**src/rtl/pipe_hazard_ctrl_if.sv**
```systemverilog
// Split I-cache / D-cache request-response handshake seen by the pipeline controller.
// master drives requests and responses; slave (the controller) returns the gated enables.
interface pipe_hazard_ctrl_if;
  logic imem_req;
  logic imem_resp;
  logic imem_read_en;
  logic dmem_req;
  logic dmem_resp;
  logic dmem_en;

  modport master (
    output imem_req, imem_resp, dmem_req, dmem_resp,
    input  imem_read_en, dmem_en
  );

  modport slave (
    input  imem_req, imem_resp, dmem_req, dmem_resp,
    output imem_read_en, dmem_en
  );
endinterface

```
**src/rtl/pipe_hazard_ctrl.sv**
```systemverilog
// Pipeline load/flush/PC control for the RV32I core: cache stalls, EX redirects, load-use bubbles.
// Optional perf counters are built when PIPE_HAZARD_CTRL_PERF_EN is defined; otherwise they read 0.
module pipe_hazard_ctrl #(
  parameter int unsigned NUM_REGS     = 4,
  parameter int unsigned BRANCH_STAGE = 2,
  parameter int unsigned REG_IDX_W    = 5,
  parameter int unsigned CNT_W        = 32
) (
  input  logic                 clk,
  input  logic                 reset,
  pipe_hazard_ctrl_if.slave    mem,
  input  logic                 branch_taken,
  input  logic                 ex_is_load,
  input  logic [REG_IDX_W-1:0] ex_rd,
  input  logic [REG_IDX_W-1:0] id_rs1,
  input  logic [REG_IDX_W-1:0] id_rs2,
  input  logic                 id_use_rs1,
  input  logic                 id_use_rs2,
  output logic                 pc_load,
  output logic [NUM_REGS-1:0]  stage_load,
  output logic [NUM_REGS-1:0]  stage_flush,
  output logic [CNT_W-1:0]     stall_cycles,
  output logic [CNT_W-1:0]     bubble_cnt,
  output logic [CNT_W-1:0]     flush_cnt
);

  localparam logic [NUM_REGS-1:0] BRANCH_MASK = NUM_REGS'((64'd1 << BRANCH_STAGE) - 64'd1);

  if (BRANCH_STAGE < 1 || BRANCH_STAGE >= NUM_REGS) begin : g_bad_branch_stage
    $error("pipe_hazard_ctrl: BRANCH_STAGE must be in 1..NUM_REGS-1");
  end

  logic i_done;
  logic d_done;
  logic hazard;
  logic mem_stall;

  // Load-use: the instruction in IF/ID reads the register a load in ID/EX is about to write.
  always_comb begin
    hazard = ex_is_load && (ex_rd != '0) &&
             ((id_use_rs1 && (id_rs1 == ex_rd)) || (id_use_rs2 && (id_rs2 == ex_rd)));
    mem_stall = (mem.imem_req && !mem.imem_resp && !i_done) ||
                (mem.dmem_req && !mem.dmem_resp && !d_done);
  end

  // A cache that already answered during this stall is masked from further requests.
  always_comb begin
    mem.imem_read_en = 1'b0;
    mem.dmem_en      = 1'b0;
    pc_load          = 1'b0;
    stage_load       = '0;
    stage_flush      = '0;
    if (reset) begin
      stage_load  = '1;
      stage_flush = '1;
    end else begin
      mem.imem_read_en = mem.imem_req && !i_done;
      mem.dmem_en      = mem.dmem_req && !d_done;
      if (mem_stall) begin
        pc_load = 1'b0;
      end else if (branch_taken) begin
        pc_load     = 1'b1;
        stage_load  = '1;
        stage_flush = BRANCH_MASK;
      end else if (hazard) begin
        stage_load     = '1;
        stage_load[0]  = 1'b0;
        stage_flush[1] = 1'b1;
      end else begin
        pc_load    = 1'b1;
        stage_load = '1;
      end
    end
  end

  // Response flags accumulate while frozen and drop as soon as the pipe advances.
  always_ff @(posedge clk) begin
    if (reset) begin
      i_done <= 1'b0;
      d_done <= 1'b0;
    end else if (mem_stall) begin
      i_done <= i_done || (mem.imem_req && mem.imem_resp);
      d_done <= d_done || (mem.dmem_req && mem.dmem_resp);
    end else begin
      i_done <= 1'b0;
      d_done <= 1'b0;
    end
  end

`ifdef PIPE_HAZARD_CTRL_PERF_EN
  // Saturating event counters; a redirect or bubble counts only on the cycle it is applied.
  always_ff @(posedge clk) begin
    if (reset) begin
      stall_cycles <= '0;
      bubble_cnt   <= '0;
      flush_cnt    <= '0;
    end else begin
      if (mem_stall && (stall_cycles != '1)) begin
        stall_cycles <= stall_cycles + CNT_W'(1);
      end
      if (!mem_stall && !branch_taken && hazard && (bubble_cnt != '1)) begin
        bubble_cnt <= bubble_cnt + CNT_W'(1);
      end
      if (!mem_stall && branch_taken && (flush_cnt != '1)) begin
        flush_cnt <= flush_cnt + CNT_W'(1);
      end
    end
  end
`else
  always_comb begin
    stall_cycles = '0;
    bubble_cnt   = '0;
    flush_cnt    = '0;
  end
`endif

endmodule

```
**src/flat_wrapper.sv**
```systemverilog
// flat-port wrapper written by rule: the top's interface ports become plain ports
module pipe_hazard_ctrl_flat 
#(
  parameter int unsigned NUM_REGS     = 4,
  parameter int unsigned BRANCH_STAGE = 2,
  parameter int unsigned REG_IDX_W    = 5,
  parameter int unsigned CNT_W        = 32
)
  (clk, reset, branch_taken, ex_is_load, ex_rd, id_rs1, id_rs2, id_use_rs1, id_use_rs2, pc_load, stage_load, stage_flush, stall_cycles, bubble_cnt, flush_cnt, mem_imem_req, mem_imem_resp, mem_dmem_req, mem_dmem_resp, mem_imem_read_en, mem_dmem_en);
  pipe_hazard_ctrl_if mem_i ();
  input  logic clk;
  input  logic reset;
  input  logic branch_taken;
  input  logic ex_is_load;
  input  logic [REG_IDX_W-1:0] ex_rd;
  input  logic [REG_IDX_W-1:0] id_rs1;
  input  logic [REG_IDX_W-1:0] id_rs2;
  input  logic id_use_rs1;
  input  logic id_use_rs2;
  output logic pc_load;
  output logic [NUM_REGS-1:0] stage_load;
  output logic [NUM_REGS-1:0] stage_flush;
  output logic [CNT_W-1:0] stall_cycles;
  output logic [CNT_W-1:0] bubble_cnt;
  output logic [CNT_W-1:0] flush_cnt;
  input wire logic [$bits(mem_i.imem_req)-1:0] mem_imem_req;
  input wire logic [$bits(mem_i.imem_resp)-1:0] mem_imem_resp;
  input wire logic [$bits(mem_i.dmem_req)-1:0] mem_dmem_req;
  input wire logic [$bits(mem_i.dmem_resp)-1:0] mem_dmem_resp;
  output wire logic [$bits(mem_i.imem_read_en)-1:0] mem_imem_read_en;
  output wire logic [$bits(mem_i.dmem_en)-1:0] mem_dmem_en;
  assign mem_i.imem_req = mem_imem_req;
  assign mem_i.imem_resp = mem_imem_resp;
  assign mem_i.dmem_req = mem_dmem_req;
  assign mem_i.dmem_resp = mem_dmem_resp;
  assign mem_imem_read_en = mem_i.imem_read_en;
  assign mem_dmem_en = mem_i.dmem_en;
  pipe_hazard_ctrl #(.NUM_REGS(NUM_REGS), .BRANCH_STAGE(BRANCH_STAGE), .REG_IDX_W(REG_IDX_W), .CNT_W(CNT_W)) u_core (.clk(clk), .reset(reset), .mem(mem_i), .branch_taken(branch_taken), .ex_is_load(ex_is_load), .ex_rd(ex_rd), .id_rs1(id_rs1), .id_rs2(id_rs2), .id_use_rs1(id_use_rs1), .id_use_rs2(id_use_rs2), .pc_load(pc_load), .stage_load(stage_load), .stage_flush(stage_flush), .stall_cycles(stall_cycles), .bubble_cnt(bubble_cnt), .flush_cnt(flush_cnt));
endmodule
```
**config.mk**
```make
export PLATFORM = sky130hd
export DESIGN_NAME = pipe_hazard_ctrl_flat
export DESIGN_NICKNAME = d
export VERILOG_FILES = /design/src/rtl/pipe_hazard_ctrl_if.sv /design/src/rtl/pipe_hazard_ctrl.sv /design/src/flat_wrapper.sv
export SDC_FILE = /design/constraint.sdc
export NUM_CORES = 1
export LEC_CHECK = 0
export ABC_AREA = 1
export CAP_MARGIN = 25
export CORE_MARGIN = 2
export CORE_UTILIZATION = 30
export DETAILED_ROUTE_END_ITERATION = 8
export PLACE_DENSITY = 0.95
export SLEW_MARGIN = 20
export SYNTH_ARGS = -nofsm -noshare
export SYNTH_HDL_FRONTEND = slang
export SYNTH_SLANG_ARGS = --single-unit
```
**constraint.sdc**
```tcl
create_clock -name clk -period 4.2 [get_ports clk]
set_clock_uncertainty 0.2 [all_clocks]
set_input_delay 0.84 -clock clk [delete_from_list [all_inputs] [get_ports clk]]
set_output_delay 0.84 -clock clk [all_outputs]
set_load 0.05 [all_outputs]
```
* Word level (Yosys, flattened, before mapping)
Cells that the tools add are included.
** Operators by class
- Reduce and logical (&&, ||, !) cells :: 22
- Bitwise operators :: 1
- Eq/ne operators :: 2
- Multiplexer cells :: 15
** Operators with widths (count)
- $mux W4 :: 4
- $logic_and A1 B1 Y1 :: 12
- $eq A5 B5 Y1 :: 2
- $mux W1 :: 10
- $reduce_bool A5 Y1 :: 1
- $logic_not A1 Y1 :: 4
- $logic_or A1 B1 Y1 :: 4
- $mux W2 :: 1
- $reduce_or A2 Y1 :: 1
- $not A1 Y1 :: 1
** Word-level totals
- Register bits :: 2
- Output and inout bits :: 107
- Word-level logic and storage cells :: 42
- Input bits :: 25

* Depth between registers and ports, before layout
- Depth in word-level cells :: 8
- Mapped depth :: 9
- Mapped depth without buffers :: 9

* Least setup slack after synthesis
Ideal clock, no wire load.
- Path type :: input-to-output
- Start :: input port ex_rd[3]
- End :: output port pc_load
- Stages on the path :: 7
- Arrival time :: 1.960 ns
- Path slack :: 1.200 ns
- Buffers on the path :: 0
- Path through :: inv_1 -> nand4_1 -> o21ai_0 -> inv_1 -> nand3_1 -> nand2_1 -> nor2_1
** Between the ends
- Word-level cells in the longest chain between the ends :: 8
- Elaborated cells between the ends (all ways) :: 12
- Those cells by class :: eq/ne: 2; mux: 4; reduce/logical: 6
** RTL lines
- start, declared :: RTL line flat_wrapper.sv:15 : input logic [REG_IDX_W-1:0] ex_rd;
- $eq A5 B5 Y1 :: RTL line pipe_hazard_ctrl.sv:41 : ((id_use_rs1 && (id_rs1 == ex_rd)) || (id_use_rs2 && (id_rs2 == ex_rd)));
- $logic_and A1 B1 Y1 :: RTL line pipe_hazard_ctrl.sv:41
- $logic_or A1 B1 Y1 :: RTL line pipe_hazard_ctrl.sv:41
- $logic_and A1 B1 Y1 * :: RTL line pipe_hazard_ctrl.sv:40 : hazard = ex_is_load && (ex_rd != '0) &&
- $mux W1 * :: RTL line pipe_hazard_ctrl.sv:65 : end else if (hazard) begin
- $mux W1 * :: RTL line pipe_hazard_ctrl.sv:61 : end else if (branch_taken) begin
- $mux W1 * :: RTL line pipe_hazard_ctrl.sv:59 : if (mem_stall) begin
- $mux W1 * :: RTL line pipe_hazard_ctrl.sv:53 : if (reset) begin
- end, declared :: RTL line flat_wrapper.sv:20 : output logic pc_load;
Every way passes the cells marked *; elsewhere a longest branch is shown, timed or not.

* Worst setup path in the final report
- Start :: input port ex_rd[4]
- End :: output port stage_flush[1]
** Between the ends
- Word-level cells in the longest chain between the ends :: 8
- Elaborated cells between the ends (all ways) :: 12
- Those cells by class :: eq/ne: 2; mux: 4; reduce/logical: 6
** RTL lines
- $eq A5 B5 Y1 :: RTL line pipe_hazard_ctrl.sv:41
- $logic_and A1 B1 Y1 :: RTL line pipe_hazard_ctrl.sv:41
- $logic_or A1 B1 Y1 :: RTL line pipe_hazard_ctrl.sv:41
- $logic_and A1 B1 Y1 * :: RTL line pipe_hazard_ctrl.sv:40
- $mux W1 * :: RTL line pipe_hazard_ctrl.sv:65
- $mux W1 * :: RTL line pipe_hazard_ctrl.sv:61
- $mux W2 * :: RTL line pipe_hazard_ctrl.sv:59
- $mux W4 * :: RTL line pipe_hazard_ctrl.sv:53
- end, declared :: RTL line flat_wrapper.sv:22 : output logic [NUM_REGS-1:0] stage_flush;
Marks and branches as above.

==> insert_results.sql <==
INSERT INTO impl_metrics (metric_group, metric, value, unit) VALUES
('sta', 'period_share', '91.80', '%'),
('global_route', 'grt_start_max_net_pins', '8', ''),
('worst_setup_path', 'crit_path_start', 'ex_rd[4]', ''),
('routing', 'drtPass1Iterations', '3', ''),
('die', 'core', '3633', 'sq um'),
('cells_and_area', 'postLayoutCellArea', '1182', 'sq um'),
('die', 'die_width', '65.23', 'um'),
('global_route', 'antenna_found_initial', '0', ''),
('clock_network', 'maximum_clock_insertion_buffer_count', '2', ''),
('placement', 'place_congestion', '0.6661', ''),
('routing', 'antenna_violating_nets_post_route', '0', ''),
('logic_synthesis', 'synth.lib_cells_used.distinct', '15', ''),
('pwr', 'power.combinational.fraction', '74.9', '%'),
('global_route', 'global_route.overflow_total', '0', ''),
('clock_network', 'cts_hold_buffers', '0', ''),
('run', 'cap_violations', '0', ''),
('die', 'floorplan.die_area', '4255', 'sq um'),
('logic_synthesis', 'post_synth_xor_area_fraction', '0', '%'),
('die', 'initial_core_utilization', '30.96', '%'),
('global_route', 'first_global_vias', '543', ''),
('pwr', 'netSwitchingFraction', '67.52', '%'),
('global_route', 'grt_pass1_wl', '2304', 'um'),
('die', 'placement_rows', '22', ''),
('logic_synthesis', 'syn-mean-instance-area', '6.180', 'sq um'),
('sta', 'setup_violations', '0', ''),
('die', 'pin_count', '132', ''),
('pwr', 'p_clk_share', '19.6', '%'),
('pwr', 'internal-power', '0.1209', 'mW'),
('clock_network', 'path_clk_slew', '30', 'ps'),
('logic_synthesis', 'ys_warn_count', '0', ''),
('clock_network', 'clock_tree.htree_level_count', '1', ''),
('worst_setup_path', 'critical_path_class', 'input pin to output port', ''),
('routing', 'total_wire_length', '1810', 'um'),
('min_path', 'worstHoldStart', 'u_core.i_done$_SDFF_PP0_', ''),
('cells_and_area', 'antenna_cells', '0', ''),
('cells_and_area', 'layout.cells.most_common_list', '96 x sky130_fd_sc_hd__conb_1, 35 x sky130_fd_sc_hd__clkdlybuf4s50_1, 32 x sky130_fd_sc_hd__nand2_1, 21 x sky130_fd_sc_hd__inv_1, 11 x sky130_fd_sc_hd__nor2_1', ''),
('run_status', 'outcome', 'complete, no violations', ''),
('sta', 'period_minus_slack', '3856', 'ps'),
('placement', 'port_buffers', '35', ''),
('placement', 'placed_cell_area', '1141', 'sq um'),
('cells_and_area', 'finish.net_count', '242', ''),
('die', 'chipHeight', '65.23', 'um'),
('logic_synthesis', 'synth_simple_gate_area_share', '20.24', '%'),
('worst_setup_path', 'startpoint_of_the_most_critical_register_to_register_path', 'u_core.i_done$_SDFF_PP0_', ''),
('pwr', 'p_per_area', '315.0', 'nW/um^2'),
('clock_network', 'cts_post_setup_buffers_inserted', '0', ''),
('cells_and_area', 'drive_above_1_share', '2.791', '%'),
('pwr', 'p_sw', '0.2514', 'mW'),
('pwr', 'post-layout-total-power', '0.3724', 'mW'),
('min_path', 'min-delay-path-class', 'register to register', ''),
('placement', 'dpl.hpwl', '1712', 'um'),
('logic_synthesis', 'synth_top_family_by_area', 'buffers and inverters', ''),
('worst_setup_path', 'setup.worst_path.start_class', 'input pin', ''),
('cells_and_area', 'most_frequent_standard_cell_in_the_layout_excluding_fill_and_tap_cells', 'sky130_fd_sc_hd__conb_1', ''),
('pwr', 'leakagePower', '0.7422', 'nW'),
('sta', 'clock.fmax', '259.4', 'MHz'),
('sta', 'hold_viol', '0', ''),
('routing', 'drc_violations', '0', ''),
('routing', 'drt_first_iter_violations', '5', ''),
('logic_synthesis', 'synthAdderAreaFrac', '0', '%'),
('clock_network', 'tritoncts', 'done', ''),
('routing', 'via_per_inst', '3.160', ''),
('routing', 'wl_per_cell', '6.882', 'um'),
('logic_synthesis', 'netlist_area', '1125', 'sq um'),
('pwr', 'irDropWorstVdd', '90.09', 'uV'),
('worst_setup_path', 'worstPathArrival', '2820', 'ps'),
('worst_setup_path', 'crit_fanout', '4', ''),
('routing', 'routed-via-count', '831', ''),
('worst_setup_path', 'worst_setup_path_end_kind', 'output port', ''),
('clock_network', 'post_cts_resized', '0', ''),
('global_route', 'groute.usage.overall', '6.848', '%');
==> cell usage after synthesis <==
master | count | area (sq um)
sky130_fd_sc_hd__or3_1 | 2 | 12.51
sky130_fd_sc_hd__nand4_1 | 1 | 6.260
sky130_fd_sc_hd__dfxtp_1 | 2 | 40.04
sky130_fd_sc_hd__nor2_1 | 11 | 41.29
sky130_fd_sc_hd__nand2_2 | 1 | 6.260
sky130_fd_sc_hd__a21oi_1 | 2 | 10.01
sky130_fd_sc_hd__o21ai_2 | 1 | 8.760
sky130_fd_sc_hd__nand2_4 | 1 | 11.26
sky130_fd_sc_hd__buf_4 | 100 | 750.7
sky130_fd_sc_hd__inv_1 | 21 | 78.83
sky130_fd_sc_hd__nand2_1 | 32 | 120.1
sky130_fd_sc_hd__nor3_1 | 2 | 10.01
sky130_fd_sc_hd__nand3_1 | 4 | 20.02
sky130_fd_sc_hd__conb_1 | 1 | 3.750
sky130_fd_sc_hd__o21ai_0 | 1 | 5.000
==> final cells by class <==
type | count | area (sq um) | area share [%]
multi-input cells | 154 | 611.8 | 51.75
clock buffers | 3 | 41.29 | 3.492
repair buffers | 35 | 350.3 | 29.63
flip-flops and latches | 2 | 40.04 | 3.386
inverters | 21 | 78.83 | 6.667
well taps | 48 | 60.06 | 5.079
==> stage by stage <==
| step | util (%) | setup slack [ps] | instances |
|---|---|---|---|
| after CTS | 32.54 | 291.9 | 263 |
| after global routing | 32.54 | 144.4 | 263 |
| after floorplan | - | 1200 | 277 |
| after detailed placement | 31.41 | 299.5 | 260 |
| after global placement | 31.41 | 330.5 | 260 |
| final | 32.54 | 344.2 | 263 |
==> flip-flops by register name (all words and copies together) (netlist names) <==
name,cells
u_core.d_done,1
u_core.i_done,1
==> critical path, cell delays in order <==
cell and delay, ps:
sky130_fd_sc_hd__clkdlybuf4s50_1 540, sky130_fd_sc_hd__inv_1 70, sky130_fd_sc_hd__nand2_1 60, sky130_fd_sc_hd__nand2_1 50
sky130_fd_sc_hd__nor2_1 130, sky130_fd_sc_hd__nand3_1 80, sky130_fd_sc_hd__nand2_1 110, sky130_fd_sc_hd__nand3_1 80
sky130_fd_sc_hd__nand2_1 60, sky130_fd_sc_hd__clkdlybuf4s50_1 790
==> power groups by stage <==
stage          combinational, mW  sequential (mW)  clock [mW]
3_3_place_gp               0.276           0.0205           0
6_report                   0.279           0.0203      0.0732
5_1_grt                    0.292           0.0204      0.0766
2_1_floorplan              0.307           0.0204           0
3_5_place_dp               0.277           0.0205           0
4_1_cts                    0.278           0.0203      0.0756
==> worst paths after layout <==
kind / endpoint / slack [ps] / cells after the start
max reg2reg: u_core.d_done$_SDFF_PP0_ / 2990 / 4
min reg2reg: u_core.i_done$_SDFF_PP0_ / 310 / 2
min: u_core.i_done$_SDFF_PP0_ / 310 / 2
max: stage_flush[1] / 340 / 10
==> metal layers <==
layer | share of wire (%) | vias to the layer above | track usage, %
li1 | - | 414 | -
met1 | 33 | 347 | 7.461
met2 | 52 | 70 | 13.39
met3 | 14 | 0 | 1.370
met4 | 0 | 0 | 1.563
met5 | 0 | - | 0
==> logic make-up after synthesis <==
kind of cell,Yosys count
buffers and inverters,121
and+or+nand+nor,54
AOI/OAI and AO/OA,4
DFF,2
other,1
Power figures use the tool's default switching activity.
